==> config.mk <==
export PLATFORM = sky130hd
export DESIGN_NAME = p_beid_interconnect_f0_ahb_to_apb_seq
export DESIGN_NICKNAME = d
export VERILOG_FILES = /design/src/rtl/p_beid_interconnect_f0_ahb_to_apb_seq.sv
export SDC_FILE = /design/constraint.sdc
export NUM_CORES = 1
export LEC_CHECK = 0
export BUFFER_PORTS_ARGS = -buffer_cell sky130_fd_sc_hd__buf_2
export CAP_MARGIN = 15
export CELL_PAD_IN_SITES_DETAIL_PLACEMENT = 1
export CELL_PAD_IN_SITES_GLOBAL_PLACEMENT = 1
export CORE_MARGIN = 2
export CORE_UTILIZATION = 31
export CTS_CLUSTER_SIZE = 14
export DETAILED_ROUTE_END_ITERATION = 10
export GPL_TIMING_DRIVEN = 1
export PLACE_DENSITY = 0.9
export SKIP_LAST_GASP = 1
export SLEW_MARGIN = 20
export SYNTH_ARGS = -nofsm -noshare
export SYNTH_HDL_FRONTEND = slang
export SYNTH_SLANG_ARGS = --single-unit
==> constraint.sdc <==
create_clock -name HCLK -period 3.5 [get_ports HCLK]
set_input_delay 0.175 -clock HCLK [delete_from_list [all_inputs] [get_ports HCLK]]
set_output_delay 0.175 -clock HCLK [all_outputs]
set_load 0.005 [all_outputs]
==> src/rtl/p_beid_interconnect_f0_ahb_to_apb_seq.sv <==
// AHB-Lite to APB sequencer for the matrix APB0 target port.
// Handles one AHB transfer at a time and runs APB SETUP/ACCESS to one of NUM_PSEL slaves.
module p_beid_interconnect_f0_ahb_to_apb_seq #(
  parameter int ADDR_WIDTH = 16,
  parameter int NUM_PSEL   = 4
) (
  input  logic                  HCLK,
  input  logic                  HRESETn,
  input  logic                  HSEL,
  input  logic [ADDR_WIDTH-1:0] HADDR,
  input  logic [1:0]            HTRANS,
  input  logic                  HWRITE,
  input  logic [2:0]            HSIZE,
  input  logic                  HREADY,
  input  logic [31:0]           HWDATA,
  output logic                  HREADYOUT,
  output logic                  HRESP,
  output logic [31:0]           HRDATA,
  output logic [ADDR_WIDTH-1:0] PADDR,
  output logic [NUM_PSEL-1:0]   PSEL,
  output logic                  PENABLE,
  output logic                  PWRITE,
  output logic [31:0]           PWDATA,
  input  logic [31:0]           PRDATA,
  input  logic                  PREADY,
  input  logic                  PSLVERR
);

  localparam int IDX_W = ADDR_WIDTH - 12;

  typedef enum logic [2:0] {
    ST_IDLE,
    ST_WWAIT,
    ST_SETUP,
    ST_ACCESS,
    ST_ERR1,
    ST_ERR2
  } state_t;

  state_t           state;
  state_t           state_nxt;
  state_t           start_state;
  logic [IDX_W-1:0] idx_q;
  logic [IDX_W-1:0] haddr_idx;
  logic             access_done;
  logic             accept;
  logic             misaligned;
  logic             size_bad;
  logic             idx_bad;
  logic             req_err;
  logic             in_apb;
  logic             unused;

  assign unused    = HTRANS[0];
  assign haddr_idx = HADDR[ADDR_WIDTH-1:12];

  // A new transfer may only start when the previous one is fully retired.
  assign access_done = (state == ST_ACCESS) & PREADY & ~PSLVERR;
  assign accept      = ((state == ST_IDLE) | (state == ST_ERR2) | access_done)
                       & HSEL & HTRANS[1] & HREADY;

  assign misaligned = ((HSIZE == 3'd2) && (HADDR[1:0] != 2'b00)) ||
                      ((HSIZE == 3'd1) && HADDR[0]);
  assign size_bad   = (HSIZE > 3'd2);
  assign idx_bad    = (32'(haddr_idx) >= 32'(NUM_PSEL));
  assign req_err    = misaligned | size_bad | idx_bad;

  assign start_state = req_err ? ST_ERR1 : (HWRITE ? ST_WWAIT : ST_SETUP);
  assign in_apb      = (state == ST_SETUP) | (state == ST_ACCESS);

  always_ff @(posedge HCLK or negedge HRESETn) begin
    if (!HRESETn) begin
      state <= ST_IDLE;
    end else begin
      state <= state_nxt;
    end
  end

  always_comb begin
    state_nxt = state;
    HREADYOUT = 1'b0;
    HRESP     = 1'b0;
    HRDATA    = 32'h0;
    PENABLE   = 1'b0;
    PSEL      = '0;

    case (state)
      ST_IDLE: begin
        HREADYOUT = 1'b1;
        state_nxt = accept ? start_state : ST_IDLE;
      end
      ST_WWAIT: state_nxt = ST_SETUP;
      ST_SETUP: state_nxt = ST_ACCESS;
      ST_ACCESS: begin
        PENABLE = 1'b1;
        if (!PWRITE) HRDATA = PRDATA;
        if (PREADY) begin
          if (PSLVERR) begin
            state_nxt = ST_ERR1;
          end else begin
            HREADYOUT = 1'b1;
            state_nxt = accept ? start_state : ST_IDLE;
          end
        end
      end
      ST_ERR1: begin
        HRESP     = 1'b1;
        state_nxt = ST_ERR2;
      end
      ST_ERR2: begin
        HREADYOUT = 1'b1;
        HRESP     = 1'b1;
        state_nxt = accept ? start_state : ST_IDLE;
      end
      default: state_nxt = ST_IDLE;
    endcase

    for (int i = 0; i < NUM_PSEL; i++) begin
      PSEL[i] = in_apb && (idx_q == IDX_W'(i));
    end
  end

  // APB address/control hold their last values between transfers.
  always_ff @(posedge HCLK or negedge HRESETn) begin
    if (!HRESETn) begin
      PADDR  <= '0;
      PWRITE <= 1'b0;
      PWDATA <= 32'h0;
      idx_q  <= '0;
    end else begin
      if (accept) begin
        PADDR  <= HADDR;
        PWRITE <= HWRITE;
        idx_q  <= haddr_idx;
      end
      if (state == ST_WWAIT) begin
        PWDATA <= HWDATA;
      end
    end
  end

endmodule
# Word level (Yosys, flattened, before mapping)
# Cells that the tools add are included.
[classes] n_addsub=0 multipliers=0 div=0 order_cmp=2 eq_ne=11 shifts=0 n_mux=13 bitwise=11 n_reduce_logical=12
[ops] cell="32-bit two-way mux" count=2
[ops] cell="3-bit case mux with 5 select lines" count=1
[ops] cell="3-bit two-way mux" count=4
[ops] cell="3-bit by 2-bit equality test with 1-bit output (second input constant)" count=3
[ops] cell="4-bit by 2-bit equality test with 1-bit output (second input constant)" count=2
[ops] cell="3-bit by 1-bit equality test with 1-bit output (second input constant)" count=2
[ops] cell="3-bit equality test (second input constant)" count=2
[ops] cell="1-bit logical AND" count=6
[ops] cell="1-bit AND" count=5
[ops] cell="1-bit OR" count=5
[ops] cell="4-bit by 1-bit equality test with 1-bit output (second input constant)" count=1
[ops] cell="4-bit by 3-bit >= comparator with 1-bit output (second input constant)" count=1
[ops] cell="4-bit zero test" count=1
[ops] cell="1-bit two-way mux" count=4
[ops] cell="2-bit OR reduction" count=2
[ops] cell="3-bit by 2-bit greater-than comparator with 1-bit output (second input constant)" count=1
[ops] cell="3-bit zero test" count=1
[ops] cell="2-bit two-way mux" count=1
[ops] cell="2-bit != test (second input constant)" count=1
[ops] cell="1-bit case mux with 2 select lines" count=1
[ops] cell="2-bit nonzero test" count=1
[ops] cell="1-bit logical OR" count=1
[ops] cell="1-bit NOT" count=1
[word_totals] regBits=56 latchBits=0 ramBits=0 romBits=0 in_bits=92 output_inout_bits=88 word_cells=54 memories=0

# Longest topological paths before layout
[logic_depth] word_depth=11 mapped_depth=7 ltp_nobuf=4

# Worst setup path before layout
# No wires, ideal clock.
[synth_timing] path_type="reg-to-reg" startpoint="reg state[2]" endpoint="reg PADDR[10]" setup_time_ns=0.125 arrival_ns=1.604 required_ns=3.375 setup_slack_ns=1.771 stages_incl_launch_ff=8 n_path_buf=3 period_less_slack_ns=1.729 path_cell_list="dfrtp_1 -> buf_6 -> and4bb_4 -> o2bb2ai_2 -> and2_4 -> buf_12 -> buf_12 -> mux2_4"
[synth_via] elab_chain_cells=7 elab_cells_between_ends=10 classes_between="eq/ne: 2; bitwise: 7; reduce/logical: 1"
[synth_rtl] item="start: declaration" line="40" source="state_t state;"
[synth_rtl] item="start signal: assignment" line="75" source="state <= state_nxt;"
[synth_rtl] item="3-bit by 2-bit equality test with 1-bit output" line="58" source="assign access_done = (state == ST_ACCESS) & PREADY & ~PSLVERR;"
[synth_rtl] item="1-bit AND (2 in series)" line="58"
[synth_rtl] item="1-bit OR (*)" line="59" source="assign accept = ((state == ST_IDLE) | (state == ST_ERR2) | access_done)"
[synth_rtl] item="1-bit AND (*) (3 in series)" line="60" source="& HSEL & HTRANS[1] & HREADY;"
[synth_rtl] item="end signal: assignment" line="126" source="PADDR <= '0;"
[synth_rtl] item="end signal: assignment" line="132" source="PADDR <= HADDR;"
[synth_rtl] item="end: declaration" line="19" source="output logic [ADDR_WIDTH-1:0] PADDR,"
# Mark *: on every way between the ends. The rest lies on a longest branch, timed or not.
# A chain may end at the register's enable or synchronous reset.

# Worst setup path in the final report
[layout_timing] startpoint="reg state[1]" endpoint="out HRDATA[23]"
[layout_via] elab_chain_cells=2
[layout_rtl] item="3-bit by 2-bit equality test with 1-bit output" line="87" source="case (state)"
[layout_rtl] item="32-bit two-way mux" line="87"
[layout_rtl] item="end: declaration" line="18" source="output logic [31:0] HRDATA,"
# No other way between the ends.

==> metrics <==
status=finished, violations left; failing checks=hold timing; RSZ-0062 raised after global routing=false; final WL=slightly below 7 mm; Arrival @ worst endpoint=around 2.0 ns; Slew headroom=a little under half; crit share post-route=63.4%; 1st-iter DRT viols=56; Max Cap Viol=0; cell with the most instances after synthesis=dfrtp_1; DIE AREA=~8500 um2; Commonest cells post-synth=dfrtp_1 (52), mux2_2 (40), and2_1 (32); shortest period the worst path allows=~2.2 ns; Hold Fails Final Rpt=31; clk sinks=52; DR vias=2,070; CTS resizes=0; footprint of the multi-input gates=between 1000 and 1500 um2; Main synth FF type=dfrtp_1; worst-case vdd ir drop=between 0.3 and 0.4 mV; final setup TNS=0 ns; clk_lat worst skew=0.30 ns; Root Driver=clkbuf_8; Leakage=roughly 1.8 nW; initial antenna violation count=0; fin cells=460; DR vias/cell=between 4 and 5; WL/cell=around 15 um; DIE WIDTH=a little over 90 um; post-synth cell types=29; Worst-Margin Slew=around 0.79 ns; placed instance count=452; synth top area cells=dfrtp_1 (54%), mux2_2 (19%), and2_1 (8.3%); crit path max fanout=32; fin. max-slew vios=0; startpoint types=flip-flop; Syn Nets=273; number of enable flip-flop cells after synthesis=0; Layout Cell Area excl Fill=about 3500 um2; clock-pin slew on the worst setup and hold paths=approximately 0.10 ns; Die Height=between 90 and 100 um; Core Area=7650 um2; drt first pass iters=4; Seq/Total Area, Yosys=53.7%; Worst Path Required=3.32 ns; gr usage total=between 10% and 20%; io pins=180; Reg area=around 1300 um2; DRC=0; Ys Warns=0; global-route wire length before repair=about 11 mm; Post-Synthesis Cells=between 150 and 200; share of cells above drive strength 1=67.9%; fillcell total=approximately 900; clock skew=0.00408 ns; endpoint class of the critical path=output port; # port buffers=178; Initial Util=31.7%; Max clock buf depth=2; asr flop ratio synth=100%; Hold Slack=-0.00755 ns; setup bufs post-CTS=0; CTS H-tree lvls=2; Fmax=0.451 GHz; antenna-violating nets left=0; Worst Setup Path Type=flip-flop to output port; vias in the first global route=2,155; TritonCTS buffer count=5; Yosys reg bits=between 50 and 60; final-stage net count=roughly 450; site row count=32; endpoints failing setup=0; Mapped Avg Cell Area=roughly 13 um2; grt ovf=0; post-DP HPWL=5.43 mm; Hold Crit Class=primary input to asynchronous set/reset pin; Final GP Congestion=0.699; antenna cell count=0; area growth from synthesis to layout=42.8%; largest net degree at the start of global routing=53; Yosys top cell by area=dfrtp_1; CTS Hold Bufs=0; Yosys top cell area share=53.7%; pwr/cell area=a little under 800 nW/um2; Synth Cell Area=around 2400 um2; post-place instance area=about 3400 um2; CTS tree=done
-- where the power goes --
group	switching (mW)	internal (mW)	total, mW	leakage (nW)
Sequential	0.216	0.908	1.12	0.621
Clock	0.206	0.143	0.349	0.0456
Combinational	0.522	0.758	1.28	1.18
Total	0.944	1.81	2.75	1.84
-- per-stage QoR --
step           util [%]  power [mW]  setup WS (ns)
2_1_floorplan         -        1.86           1.77
3_3_place_gp       44.1        2.35           1.44
3_5_place_dp       44.1        2.44           1.23
4_1_cts            45.2        2.80          0.887
5_1_grt            45.3        2.97           1.06
6_report           45.3        2.75           1.28
-- sequential cells by signal (all words and copies together), names as in the netlist --
name and flops:
state 3, PADDR 16, PWRITE 1, PWDATA 32
-- critical path, cell delays in order, from the launching register on --
cell and delay [ns]:
dfrtp_1 0.58, nand2_1 0.18, nor3_4 0.64, and2_1 0.23, buf_2 0.11
-- worst paths after layout --
kind | from | endpoint | slack, ns | cells past startpoint
max reg2reg | state[2] | PADDR[4] | 1.59 | 4
max in group asynchronous | HRESETn | state[2] | 3.07 | 2
min in group HCLK | HWDATA[10] | PWDATA[10] | 0.10 | 2
min reg2reg | PADDR[3] | PADDR[3] | 0.51 | 1
max | state[1] | HRDATA[23] | 1.28 | 4
min | HRESETn | PWDATA[3] | -0.008 | 2
-- layer usage --
metal / track usage [%] / vias to the layer above / routed length (um)
met1: 16.6 / 984 / 2550
met3: 4.48 / 6 / 656
met4: 3.61 / 0 / 72
met2: 29.4 / 116 / 3550
li1: - / 964 / -
met5: 0 / - / 0
-- cells in the final DEF, fill, tap and decap left out, types with 2 or more instances in the layout --
cell type / instances
nor2_1: 5
nor2b_1: 2
nor3_1: 3
buf_2: 178
clkbuf_8: 5
nand2_1: 3
o21ai_0: 2
and3_1: 2
nand3_1: 2
mux2_4: 9
mux2_2: 40
buf_4: 2
a21oi_1: 4
dfrtp_1: 52
and2_1: 32
-- cells by family after synthesis --
group                  Yosys count  synth area share, %
AND/OR/NAND/NOR                 56                 14.2
flip-flops                      52                 53.7
multiplexers                    49                 24.1
buffers and inverters           12                 4.28
AO/OA/AOI/OAI                   11                 3.35
XOR/XNOR                         1                0.361
-- area by class of cell --
type                            instances  share of cell area, %
Tap cell                              102                   3.69
Inverter                                1                  0.108
Clock inverter                          2                  0.398
Timing Repair Buffer                  180                   26.2
Multi-Input combinational cell        117                   30.0
Clock buffer                            6                   2.10
Sequential cell                        52                   37.6
Note: power is estimated with default switching activity, not from simulation.
